==> config.mk <==
export PLATFORM = sky130hd
export DESIGN_NAME = key_access_arbiter
export DESIGN_NICKNAME = d
export VERILOG_FILES = /design/src/rtl/key_access_arbiter.sv
export SDC_FILE = /design/constraint.sdc
export NUM_CORES = 1
export LEC_CHECK = 0
export ABC_AREA = 1
export CORE_MARGIN = 2
export CORE_UTILIZATION = 48
export DETAILED_ROUTE_END_ITERATION = 10
export GPL_TIMING_DRIVEN = 0
export PLACE_DENSITY = 0.82
export SETUP_SLACK_MARGIN = 0.1
export SLEW_MARGIN = 20
export SYNTH_ARGS = -nofsm -noshare
export SYNTH_HDL_FRONTEND = slang
export SYNTH_SLANG_ARGS = --single-unit
==> constraint.sdc <==
create_clock -name clk -period 2.4 [get_ports clk]
set_input_delay 0.36 -clock clk [delete_from_list [all_inputs] [get_ports clk]]
set_output_delay 0.36 -clock clk [all_outputs]
set_load 0.005 [all_outputs]
==> src/rtl/key_access_arbiter.sv <==
// Round-robin gatekeeper for the secret key store: authorises requesters, releases the key for one cycle.
// Optional audit outputs (audit_id, audit_grants) are enabled by defining KEY_ACCESS_AUDIT_EN.
module key_access_arbiter #(
  parameter int NUM_REQ     = 4,
  parameter int KEY_W       = 32,
  parameter int MAX_FAIL    = 3,
  parameter int LOCK_CYCLES = 16
) (
  input  logic                       clk,
  input  logic                       rst,
  input  logic [NUM_REQ-1:0]         req,
  input  logic [NUM_REQ-1:0]         req_auth,
  output logic                       key_rd_en,
  input  logic [KEY_W-1:0]           key_in,
  output logic [KEY_W-1:0]           key_out,
  output logic                       key_valid,
  output logic [NUM_REQ-1:0]         grant,
  output logic [NUM_REQ-1:0]         deny,
`ifdef KEY_ACCESS_AUDIT_EN
  output logic [$clog2(NUM_REQ)-1:0] audit_id,
  output logic [15:0]                audit_grants,
`endif
  output logic                       locked
);

  localparam int IW = $clog2(NUM_REQ);
  localparam int TW = $clog2(LOCK_CYCLES + 1);
  localparam logic [NUM_REQ-1:0] ONE_HOT0 = {{(NUM_REQ-1){1'b0}}, 1'b1};

  typedef enum logic [2:0] {IDLE, READ, WAIT, RELEASE, LOCKED} state_t;

  state_t               state_r;
  logic [IW-1:0]        rr_ptr_r;
  logic [IW-1:0]        winner_r;
  logic [3:0]           fail_cnt_r;
  logic [TW-1:0]        lock_timer_r;
  logic                 key_rd_en_r;
  logic [KEY_W-1:0]     key_out_r;
  logic                 key_valid_r;
  logic [NUM_REQ-1:0]   grant_r;
  logic [NUM_REQ-1:0]   deny_r;
  logic                 locked_r;
  logic                 win_found_s;
  logic [IW-1:0]        win_idx_s;
  logic [IW-1:0]        rr_next_s;

  // Scan downward so the requester closest to the pointer is the last (winning) assignment.
  function automatic logic [IW:0] rr_pick(input logic [NUM_REQ-1:0] r, input logic [IW-1:0] p);
    logic [IW:0] res;
    int k;
    res = '0;
    for (int i = NUM_REQ - 1; i >= 0; i--) begin
      k = (int'(p) + i) % NUM_REQ;
      if (r[k]) begin
        res = {1'b1, IW'(k)};
      end
    end
    return res;
  endfunction

  // Round-robin winner selection and next pointer value.
  always_comb begin
    {win_found_s, win_idx_s} = rr_pick(req, rr_ptr_r);
    if (win_idx_s == IW'(NUM_REQ - 1)) begin
      rr_next_s = '0;
    end else begin
      rr_next_s = win_idx_s + {{(IW-1){1'b0}}, 1'b1};
    end
  end

  // Transaction sequencer, fail/lockout tracking and registered outputs.
  always_ff @(posedge clk or posedge rst) begin
    if (rst) begin
      state_r      <= IDLE;
      rr_ptr_r     <= '0;
      winner_r     <= '0;
      fail_cnt_r   <= 4'd0;
      lock_timer_r <= '0;
      key_rd_en_r  <= 1'b0;
      key_out_r    <= '0;
      key_valid_r  <= 1'b0;
      grant_r      <= '0;
      deny_r       <= '0;
      locked_r     <= 1'b0;
    end else begin
      key_rd_en_r <= 1'b0;
      deny_r      <= '0;
      case (state_r)
        IDLE: begin
          if (win_found_s) begin
            rr_ptr_r <= rr_next_s;
            winner_r <= win_idx_s;
            if (req_auth[win_idx_s]) begin
              key_rd_en_r <= 1'b1;
              state_r     <= READ;
            end else begin
              deny_r     <= ONE_HOT0 << win_idx_s;
              fail_cnt_r <= fail_cnt_r + 4'd1;
              if ((fail_cnt_r + 4'd1) >= 4'(MAX_FAIL)) begin
                locked_r     <= 1'b1;
                lock_timer_r <= '0;
                state_r      <= LOCKED;
              end
            end
          end
        end
        READ: begin
          state_r <= req[winner_r] ? WAIT : IDLE;
        end
        WAIT: begin
          if (req[winner_r]) begin
            key_out_r   <= key_in;
            key_valid_r <= 1'b1;
            grant_r     <= ONE_HOT0 << winner_r;
            state_r     <= RELEASE;
          end else begin
            state_r <= IDLE;
          end
        end
        RELEASE: begin
          key_out_r   <= '0;
          key_valid_r <= 1'b0;
          grant_r     <= '0;
          fail_cnt_r  <= 4'd0;
          state_r     <= IDLE;
        end
        LOCKED: begin
          if (lock_timer_r == TW'(LOCK_CYCLES - 1)) begin
            locked_r   <= 1'b0;
            fail_cnt_r <= 4'd0;
            state_r    <= IDLE;
          end else begin
            lock_timer_r <= lock_timer_r + {{(TW-1){1'b0}}, 1'b1};
          end
        end
        default: begin
          key_out_r   <= '0;
          key_valid_r <= 1'b0;
          grant_r     <= '0;
          locked_r    <= 1'b0;
          state_r     <= IDLE;
        end
      endcase
    end
  end

`ifdef KEY_ACCESS_AUDIT_EN
  logic [IW-1:0] audit_id_r;
  logic [15:0]   audit_grants_r;

  // Audit trail tracks the same edges that raise grant or deny.
  always_ff @(posedge clk or posedge rst) begin
    if (rst) begin
      audit_id_r     <= '0;
      audit_grants_r <= 16'd0;
    end else if (state_r == IDLE && win_found_s && !req_auth[win_idx_s]) begin
      audit_id_r <= win_idx_s;
    end else if (state_r == WAIT && req[winner_r]) begin
      audit_id_r <= winner_r;
      if (audit_grants_r != 16'hFFFF) begin
        audit_grants_r <= audit_grants_r + 16'd1;
      end
    end
  end

  assign audit_id     = audit_id_r;
  assign audit_grants = audit_grants_r;
`endif

  assign key_rd_en = key_rd_en_r;
  assign key_out   = key_out_r;
  assign key_valid = key_valid_r;
  assign grant     = grant_r;
  assign deny      = deny_r;
  assign locked    = locked_r;

endmodule

## Word level (Yosys, flattened, before mapping)

Cells that the tools add are included.

- Muxes and demuxes: 53
- Reduce and logical (&&, ||, !) cells: 14
- Add/subtract/negate cells: 6
- Shift-type cells: 2
- Order comparisons: 7
- Bitwise operators: 5
- Eq/ne operators: 13

Operator list:

| operator | count |
|---|---|
| one-hot mux 32 bit (2 select lines) | 1 |
| 2-to-1 mux 32 bit | 1 |
| 2-to-1 mux 4 bit | 7 |
| 2-to-1 mux 3 bit | 8 |
| 2-to-1 mux 5 bit | 4 |
| 2-to-1 mux 1 bit | 17 |
| binary-select mux 1 bit (select 2 bit) | 6 |
| less-than comparator 3 x 4 -> 1 bit, second input constant | 3 |
| != test 2 bit, second input constant | 6 |
| one-hot mux 3 bit (4 select lines) | 1 |
| one-hot mux 4 bit (3 select lines) | 1 |
| one-hot mux 5 bit (2 select lines) | 1 |
| AND reduction 5 bit | 2 |
| less-than comparator 2 x 3 -> 1 bit, second input constant | 3 |
| one-hot mux 4 bit (2 select lines) | 1 |
| << shifter 1 x 2 -> 4 bit, first input constant | 2 |
| equality test 3 x 2 -> 1 bit, second input constant | 2 |
| 2-to-1 mux 2 bit | 3 |
| OR reduction 2 bit | 3 |
| OR reduction 3 bit | 2 |
| adder 5 x 1 -> 5 bit, second input constant | 1 |
| equality test 5 x 4 -> 1 bit, second input constant | 1 |
| adder 2 x 1 -> 2 bit, second input constant | 2 |
| adder 2 bit, second input constant | 2 |
| other kinds (16) | 20 |

- Input port bits: 42
- Word-level logic and storage cells: 111
- Output and inout bits: 43
- Flip-flop bits (word level): 59

## Longest topological paths before layout

Gate-level depths: netlist of the first run.

- Depth in word-level cells: 15
- Mapped depth: 15
- Mapped depth without buffers: 15

## Worst setup path after synthesis of the first run

Ideal clock, no wire load.

- Path kind: flip-flop to flip-flop
- Start point: register rr_ptr_r[0]
- End point: register fail_cnt_r[0]
- Required time: 2.283 ns
- Path buffers: 2
- Cell stages (with the launch flop): 15
- Slack: 0.768 ns
- Data arrival time: 1.515 ns
- Setup time: 0.117 ns
- Period minus slack after synthesis: 1.632 ns
- Path through: dfrtp_1 buf_6 nand2_2 nand3_2 nand2_1 nand3_2 nand2_1 nand2_2 nand2_4 nand2_1 nand3_2 nand3_4 buf_6 nand3_1 nand2_1

- Longest elaborated chain between the ends: 12
- Elaborated cells on any way between the ends: 23
- Classes of those cells: add/sub (3); eq/ne (2); mux (17); reduce/logical (1)

RTL lines:

| what | line | RTL |
|---|---|---|
| from (decl) | 33 | `logic [IW-1:0] rr_ptr_r;` |
| from (signal assigned) | 91 | `rr_ptr_r <= rr_next_s;` |
| adder 2 bit | 53 | `k = (int'(p) + i) % NUM_REQ;` |
| binary-select mux 1 bit (select 2 bit) | 54 | `if (r[k]) begin` |
| 2-to-1 mux 1 bit (not written as such) (2 in a row) | 54 |  |
| 2-to-1 mux 3 bit (3 in a row) | 54 |  |
| 2-to-1 mux 3 bit * | 54 |  |
| via win_idx_s[0] | 44 | `logic [IW-1:0] win_idx_s;` |
| binary-select mux 1 bit (select 2 bit) * | 93 | `if (req_auth[win_idx_s]) begin` |
| 2-to-1 mux 1 bit (not written as such) * | 93 |  |
| != test 2 bit (no source line) * | n/a |  |
| AND reduction 4 bit (no source line) * | n/a |  |
| to (signal assigned) | 98 | `fail_cnt_r <= fail_cnt_r + 4'd1;` |
| to (decl) | 35 | `logic [3:0] fail_cnt_r;` |

Mark *: on every way through the listed nets, which the timed path passes. The rest lies on a longest branch. The select of a mux whose other input is x is not followed.
A chain may end at the register's enable or synchronous reset.

## Worst setup path after layout of the first run

- Start point: input port req[0]
- End point: register fail_cnt_r[3]

- Longest elaborated chain between the ends: 11
- Elaborated cells on any way between the ends: 20
- Classes of those cells: eq/ne (2); mux (17); reduce/logical (1)

RTL lines:

| what | line | RTL |
|---|---|---|
| from (decl) | 11 | `input logic [NUM_REQ-1:0] req,` |
| binary-select mux 1 bit (select 2 bit) | 54 |  |
| 2-to-1 mux 1 bit (not written as such) (2 in a row) | 54 |  |
| 2-to-1 mux 3 bit (3 in a row) | 54 |  |
| 2-to-1 mux 3 bit * | 54 |  |
| via win_idx_s[1] | 44 |  |
| binary-select mux 1 bit (select 2 bit) * | 93 |  |
| 2-to-1 mux 1 bit (not written as such) * | 93 |  |
| != test 2 bit (no source line) * | n/a |  |
| AND reduction 4 bit (no source line) * | n/a |  |

Marked as above.

==> run summary, run 1 <==
CTS tree - built
drt wl/cell - 13.3 um
Placed Cells - 512
hold_ws - 234 ps
hpwl dp - 5.13 mm
final worst path period share - 0.824
chip width - 82.5 um
post-synthesis sequential area ratio - 0.500
Setup Slack @ Placement - 112 ps
Netlist Area Pre-Place - 2960 sq um
Hold Crit Class - input pin to async pin
FF-to-FF Start - rr_ptr_r[0]$_DFFE_PP0P_
fill cell count - 475
CTS root buf - clkbuf_8
DRC - 0
final worst slack - 423 ps
htree depth - 3
hold buffers post-CTS - 0
layout cells sized above 1 - 0.128
maximum root-to-sink buffer count - 2
CP max FO - 10
crit path time final - 1980 ps
largest net degree at the start of global routing - 59
Final Skew - 6.75 ps
crit path DAT - 2250 ps
routability cong. - 0.963
Leak - 2.08 nW
crit end category - flop
PD cells - 1320 nW/um^2
post-CTS sizing - 0
die area - 6800 sq um
Finish-stage setup viols - 0
Worst Setup SP - req[0]
post-synth top area cell - dfrtp_1
first-pass GRT wire length - 11.5 mm
maximum vdd drop - 882 uV
Mean Syn Cell Area - 8.40 sq um
ANT nets after route - 0
Slew headroom - 0.691
post-route setup TNS - 0 ps
GRT Overall Usage - 0.224
crit start category - input pin
via count - 2677
post-synth top area share - 0.500
vias in the first global route - 2584
run status - completed
Peak Freq - 0.506 GHz
most frequent cells in the layout - nand2_1 (124), clkdlybuf4s50_1 (84), dfrtp_1 (59)
total clock sinks - 59
diodes inserted - 0
Routed Wire Length - 7.00 mm
initial antenna violation count - 0
Worst-Skew Late Latency - 330 ps
Worst path max stage delay - 530 ps
initial core utilization - 0.499
CP max-delay cell - clkdlybuf4s50_1
I/O pin count - 85
final core utilization - 0.701
Cell variety after synth - 35
vias per std cell - 5.07
Max-Cap Viols - 0
core area - 5920 sq um
Yosys warning total - 0
First-pass DRT Iterations - 4
Die H - 82.5 um
max-slew violations - 0
Area contributors post-synth - dfrtp_1 (50%), nand2_1 (16%), nand3_1 (8.6%)
Nets - 498
Area growth, synth to finish - 40.3%
Gate Count Post-Synth - 352
unrepaired setup endpoints after global routing - false
Placed Instance Area - 3920 sq um
Final Cell Area - 4150 sq um
crit path kind - input pin to flop
final hold vios - 0
flip-flop and latch count after synthesis - 59
measured slew at the worst slew-check pin - 461 ps
Finished Layout Cells - 528
cell chain of the critical path - clkdlybuf4s50_1 -> inv_1 -> nand2_1 -> nand3_2 -> nand3_1 -> nand3_2 -> a21boi_2 -> nand3_2 -> nand3_4 -> buf_6 -> nand3_1 -> nand2_1
Congestion Overflow GR - 0
CTS buffer count - 9
commonest non-fill, non-tap cell in the layout - nand2_1
Iter 0 DRT Violations - 93
Final Power - 5.49 mW
WP data required - 2680 ps
site row count - 28
Post-CTS Setup Bufs - 0
port buffer count - 84
syn_nets - 402
most used cell, CP - nand3_2
clock slew at reported path FFs - 70 ps
-- per-layer routing --
metal,vias up,wire length (um),GRT usage
li1,1313,-,-
met1,1250,3080,0.280
met2,95,3220,0.364
met3,19,520,0.0685
met4,0,170,0.0867
met5,-,0,0
-- synth_stat cells (all sizes together) --
cell / count
nor3: 2
nand2: 132
buf: 7
o31ai: 2
nor2: 22
nand3: 59
clkbuf: 5
inv: 29
a22oi: 1
a21oi: 7
o211ai: 1
nand3b: 1
dfrtp: 59
ha: 8
a21boi: 1
a31oi: 2
xor2: 2
xnor2: 2
and3: 1
nor4: 1
o21ai: 7
nor3b: 1
-- layout make-up --
| cell class | count | area, sq um | share of cell area |
|---|---|---|---|
| flip-flops and latches | 59 | 1480 | 0.356 |
| multi-input cells | 252 | 1300 | 0.313 |
| repair buffers | 85 | 868 | 0.209 |
| clock buffers | 12 | 155 | 0.0374 |
| inverters | 29 | 111 | 0.0268 |
| well taps | 75 | 93.8 | 0.0226 |
| clock inverters | 4 | 72.6 | 0.0175 |
| plain buffers | 12 | 72.6 | 0.0175 |
-- critical path: cells and delay by family --
kind	cells	cell delay [ps]
simple gates	8	900
buf+inv	3	740
compound gates	1	250
-- kinds of logic after synthesis --
family / count (synthesis) / synth area share
buffers and inverters: 41 / 0.0614
DFF: 59 / 0.500
and+or+nand+nor: 219 / 0.342
xor gates and xnor gates: 4 / 0.0119
adders and majority gates: 8 / 0.0339
AOI/OAI and AO/OA: 21 / 0.0516
-- registers in the layout, summed over array words and instances, names as in the netlist, 2 cells and up --
| register | count |
|---|---|
| key_out | 32 |
| lock_timer_r | 5 |
| deny | 4 |
| fail_cnt_r | 4 |
| grant | 4 |
| state_r | 3 |
| rr_ptr_r | 2 |
| winner_r | 2 |
-- path summary, 6_finish.rpt --
path	endpoint	slack, ps	depth (start not counted)
worst max-delay path	fail_cnt_r[3]$_DFFE_PP0P_	420	12
worst min-delay path	key_out[17]$_DFFE_PP0P_	230	2
worst max register to register	fail_cnt_r[3]$_DFFE_PP0P_	480	13
worst min register to register	key_out[10]$_DFFE_PP0P_	470	2
max in group asynchronous	key_out[10]$_DFFE_PP0P_	1720	3
min in group clk	key_out[10]$_DFFE_PP0P_	470	2
-- power breakdown --
| group | switching, mW | internal (mW) | total (mW) |
|---|---|---|---|
| sequential | 0.241 | 1.36 | 1.60 |
| clock | 0.393 | 0.640 | 1.03 |
| combinational | 1.65 | 1.21 | 2.86 |
No activity file was read; power rests on OpenSTA's default activity.
==> run 2: changes to the inputs <==
--- a/config.mk
+++ b/config.mk
@@ -7,10 +7,10 @@
 export LEC_CHECK = 0
 export ABC_AREA = 1
 export CORE_MARGIN = 2
-export CORE_UTILIZATION = 48
+export CORE_UTILIZATION = 43
 export DETAILED_ROUTE_END_ITERATION = 10
 export GPL_TIMING_DRIVEN = 0
-export PLACE_DENSITY = 0.82
+export PLACE_DENSITY = 0.77
 export SETUP_SLACK_MARGIN = 0.1
 export SLEW_MARGIN = 20
 export SYNTH_ARGS = -nofsm -noshare
==> constraint.sdc (replaced) <==
create_clock -name clk -period 1.8 [get_ports clk]
set_input_delay 0.27 -clock clk [delete_from_list [all_inputs] [get_ports clk]]
set_output_delay 0.27 -clock clk [all_outputs]
set_load 0.005 [all_outputs]
==> run 2 against run 1 <==
The flow now finishes with violations (setup timing). Critical path depth increased by 1. Global-route usage decreased by 0.42 points. Sequential cell count unchanged. Register-to-register slack got worse by 640 ps. Critical path type is now flop to flop. Largest cell class is now multi-input gates.
==> run summary, run 2 (same netlist as run 1, synthesis figures left out) <==
run status - finished, violations left (was completed)
failing checks - setup timing
first-pass GRT wire length - 13.0 mm (was 11.5 mm)
Iter 0 DRT Violations - 145 (was 93)
crit path kind - flop to flop (was input pin to flop)
Die H - 86.9 um (was 82.5 um)
die area - 7550 sq um (was 6800 sq um)
Storage cell area - 1480 sq um (about the same)
port buffer count - 84 (unchanged)
Max-Cap Viols - 0 (unchanged)
final worst slack - -157 ps (was 423 ps)
chip width - 86.9 um (was 82.5 um)
htree depth - 3 (unchanged)
layout cells sized above 1 - 0.280 (was 0.128)
hold_ws - 368 ps (was 234 ps)
I/O pin count - 85 (unchanged)
CP bufs+invs - 3 (unchanged)
crit path DAT - 2190 ps (was 2250 ps)
crit path time final - 1960 ps
maximum vdd drop - 1410 uV (was 882 uV)
Routed Wire Length - 8.47 mm (was 7.00 mm)
largest net degree at the start of global routing - 31 (was 59)
Nets - 523 (was 498)
cell chain of the critical path - buf_6 -> nand2_4 -> nand2_4 -> inv_4 -> nand2_2 -> nand3_2 -> inv_1 -> nand3_2 -> nand2_1 -> a21oi_4 -> nand2_2 -> nand2_1 -> nand2_1 (was clkdlybuf4s50_1 -> inv_1 -> nand2_1 -> nand3_2 -> nand3_1 -> nand3_2 -> a21boi_2 -> nand3_2 -> nand3_4 -> buf_6 -> nand3_1 -> nand2_1)
core area - 6720 sq um (was 5920 sq um)
crit start category - flop (was input pin)
worst r2r path cells - 13 (unchanged)
Largest register FFs - 32 (unchanged)
Hold Crit Class - input pin to async pin (unchanged)
Peak Freq - 0.511 GHz
crit end category - flop (unchanged)
routability cong. - 0.845 (was 0.963)
WP data required - 2030 ps (was 2680 ps)
GRT Overall Usage - 0.220 (was 0.224)
Congestion Overflow GR - 0 (unchanged)
most used cell, CP - nand2_1 (was nand3_2)
ANT nets after route - 0 (unchanged)
Worst-Skew Late Latency - 340 ps (was 330 ps)
clock slew at reported path FFs - 70 ps (about the same)
PD cells - 1920 nW/um^2 (was 1320 nW/um^2)
CP max FO - 5 (was 10)
drt wl/cell - 15.2 um (was 13.3 um)
crit-path leading delay family - simple AND/OR/NAND/NOR gates (unchanged)
unrepaired setup endpoints after global routing - true (was false)
vias in the first global route - 2748 (was 2584)
commonest non-fill, non-tap cell in the layout - nand2_1 (unchanged)
CP max-delay cell - dfrtp_1 (was clkdlybuf4s50_1)
initial antenna violation count - 0 (unchanged)
First-pass DRT Iterations - 5 (was 4)
WP depth - 13 (was 12)
Final Skew - 10.4 ps (was 6.75 ps)
CTS buffer count - 9 (unchanged)
Worst path max stage delay - 440 ps (was 530 ps)
multi-input gate area in the final layout - 1640 sq um (was 1300 sq um)
Area growth, synth to finish - 58.6% (was 40.3%)
diodes inserted - 0 (unchanged)
final hold vios - 0 (unchanged)
Finish-stage setup viols - 17 (was 0)
via count - 2875 (was 2677)
final core utilization - 0.698 (was 0.701)
most frequent cells in the layout - nand2_1 (105), clkdlybuf4s50_1 (82), dfrtp_1 (57) (was nand2_1 (124), clkdlybuf4s50_1 (84), dfrtp_1 (59))
fill cell count - 486 (was 475)
CTS root buf - clkbuf_8 (unchanged)
hpwl dp - 5.23 mm (was 5.13 mm)
initial core utilization - 0.440 (was 0.499)
DRC - 0 (unchanged)
CTS tree - built (unchanged)
total clock sinks - 59 (unchanged)
max-slew violations - 0 (unchanged)
measured slew at the worst slew-check pin - 665 ps (was 461 ps)
Leak - 2.29 nW (was 2.08 nW)
Slew headroom - 0.556 (was 0.691)
maximum root-to-sink buffer count - 2 (unchanged)
vias per std cell - 5.15 (was 5.07)
final worst path period share - 1.09
site row count - 30 (was 28)
-- run 2: cell count changes in the layout (fill, tap and decap cells not counted), sizes merged, moves of 2 or more --
cell	before	now
clkinvlp	1	3
bufinv	2	0
clkdlybuf4s50	84	82
buf	8	33
-- run 2: worst paths after layout --
check	endpoint	slack (ps)	startpoint
max	fail_cnt_r[2]$_DFFE_PP0P_	-160	rr_ptr_r[0]$_DFFE_PP0P_
min	key_out[13]$_DFFE_PP0P_	370	rst
max reg2reg	fail_cnt_r[2]$_DFFE_PP0P_	-160	rr_ptr_r[0]$_DFFE_PP0P_
min reg2reg	key_out[1]$_DFFE_PP0P_	470	key_out[1]$_DFFE_PP0P_
max in group asynchronous	rr_ptr_r[1]$_DFFE_PP0P_	860	rst
min in group clk	state_r[1]$_DFFE_PP0P_	450	req[2]
-- run 2: metal layers --
layer	track usage	part of all wire	up-vias
li1	-	-	1373
met1	0.278	0.42	1376
met2	0.372	0.51	109
met3	0.0521	0.058	17
met4	0.0682	0.018	0
met5	0	0	-
-- run 2: per-stage QoR --
step                setup WS [ps]  area, sq um  total power, mW  TNS [ps]  std cells
floorplan                     168         2960             4.54         0        352
global placement             -327         3900             5.83    -13890        516
detailed placement           -412         3920             5.99    -15650        517
CTS                         -34.7         4450             8.11      -252        548
global route                 -233         4690             9.55     -3300        558
finish                       -157         4690             8.99     -1920        558
-- run 2: power by group --
part	internal (mW)	switching [mW]
clock	0.570	0.544
sequential	1.82	0.356
combinational	2.58	3.13
total	4.97	4.03
-- run 2: repair_timing --
action | 4_1_cts | 5_1_grt
cloned | 2 | 3
endpoints found under the setup margin | 51 | 57
hold buffers | 0 | 0
buffers inserted | 13 | 7
pin swaps | 10 | 21
gates resized for setup | 56 | 47
-- run 2: layout make-up --
cell class | instances | area share
clock inverters | 4 | 0.00534
flip-flops and latches | 59 | 0.315
clock buffers | 12 | 0.0331
repair buffers | 110 | 0.229
multi-input cells | 252 | 0.350
plain buffers | 12 | 0.0200
inverters | 29 | 0.0251
well taps | 80 | 0.0214
-- run 2: worst register-to-register path, cell delays in order, from the launching register on --
cell,delay [ps]
dfrtp_1,440
buf_6,170
nand2_4,80
nand2_4,60
inv_4,80
nand2_2,80
nand3_2,100
inv_1,90
nand3_2,110
nand2_1,110
a21oi_4,250
nand2_2,140
nand2_1,80
nand2_1,60
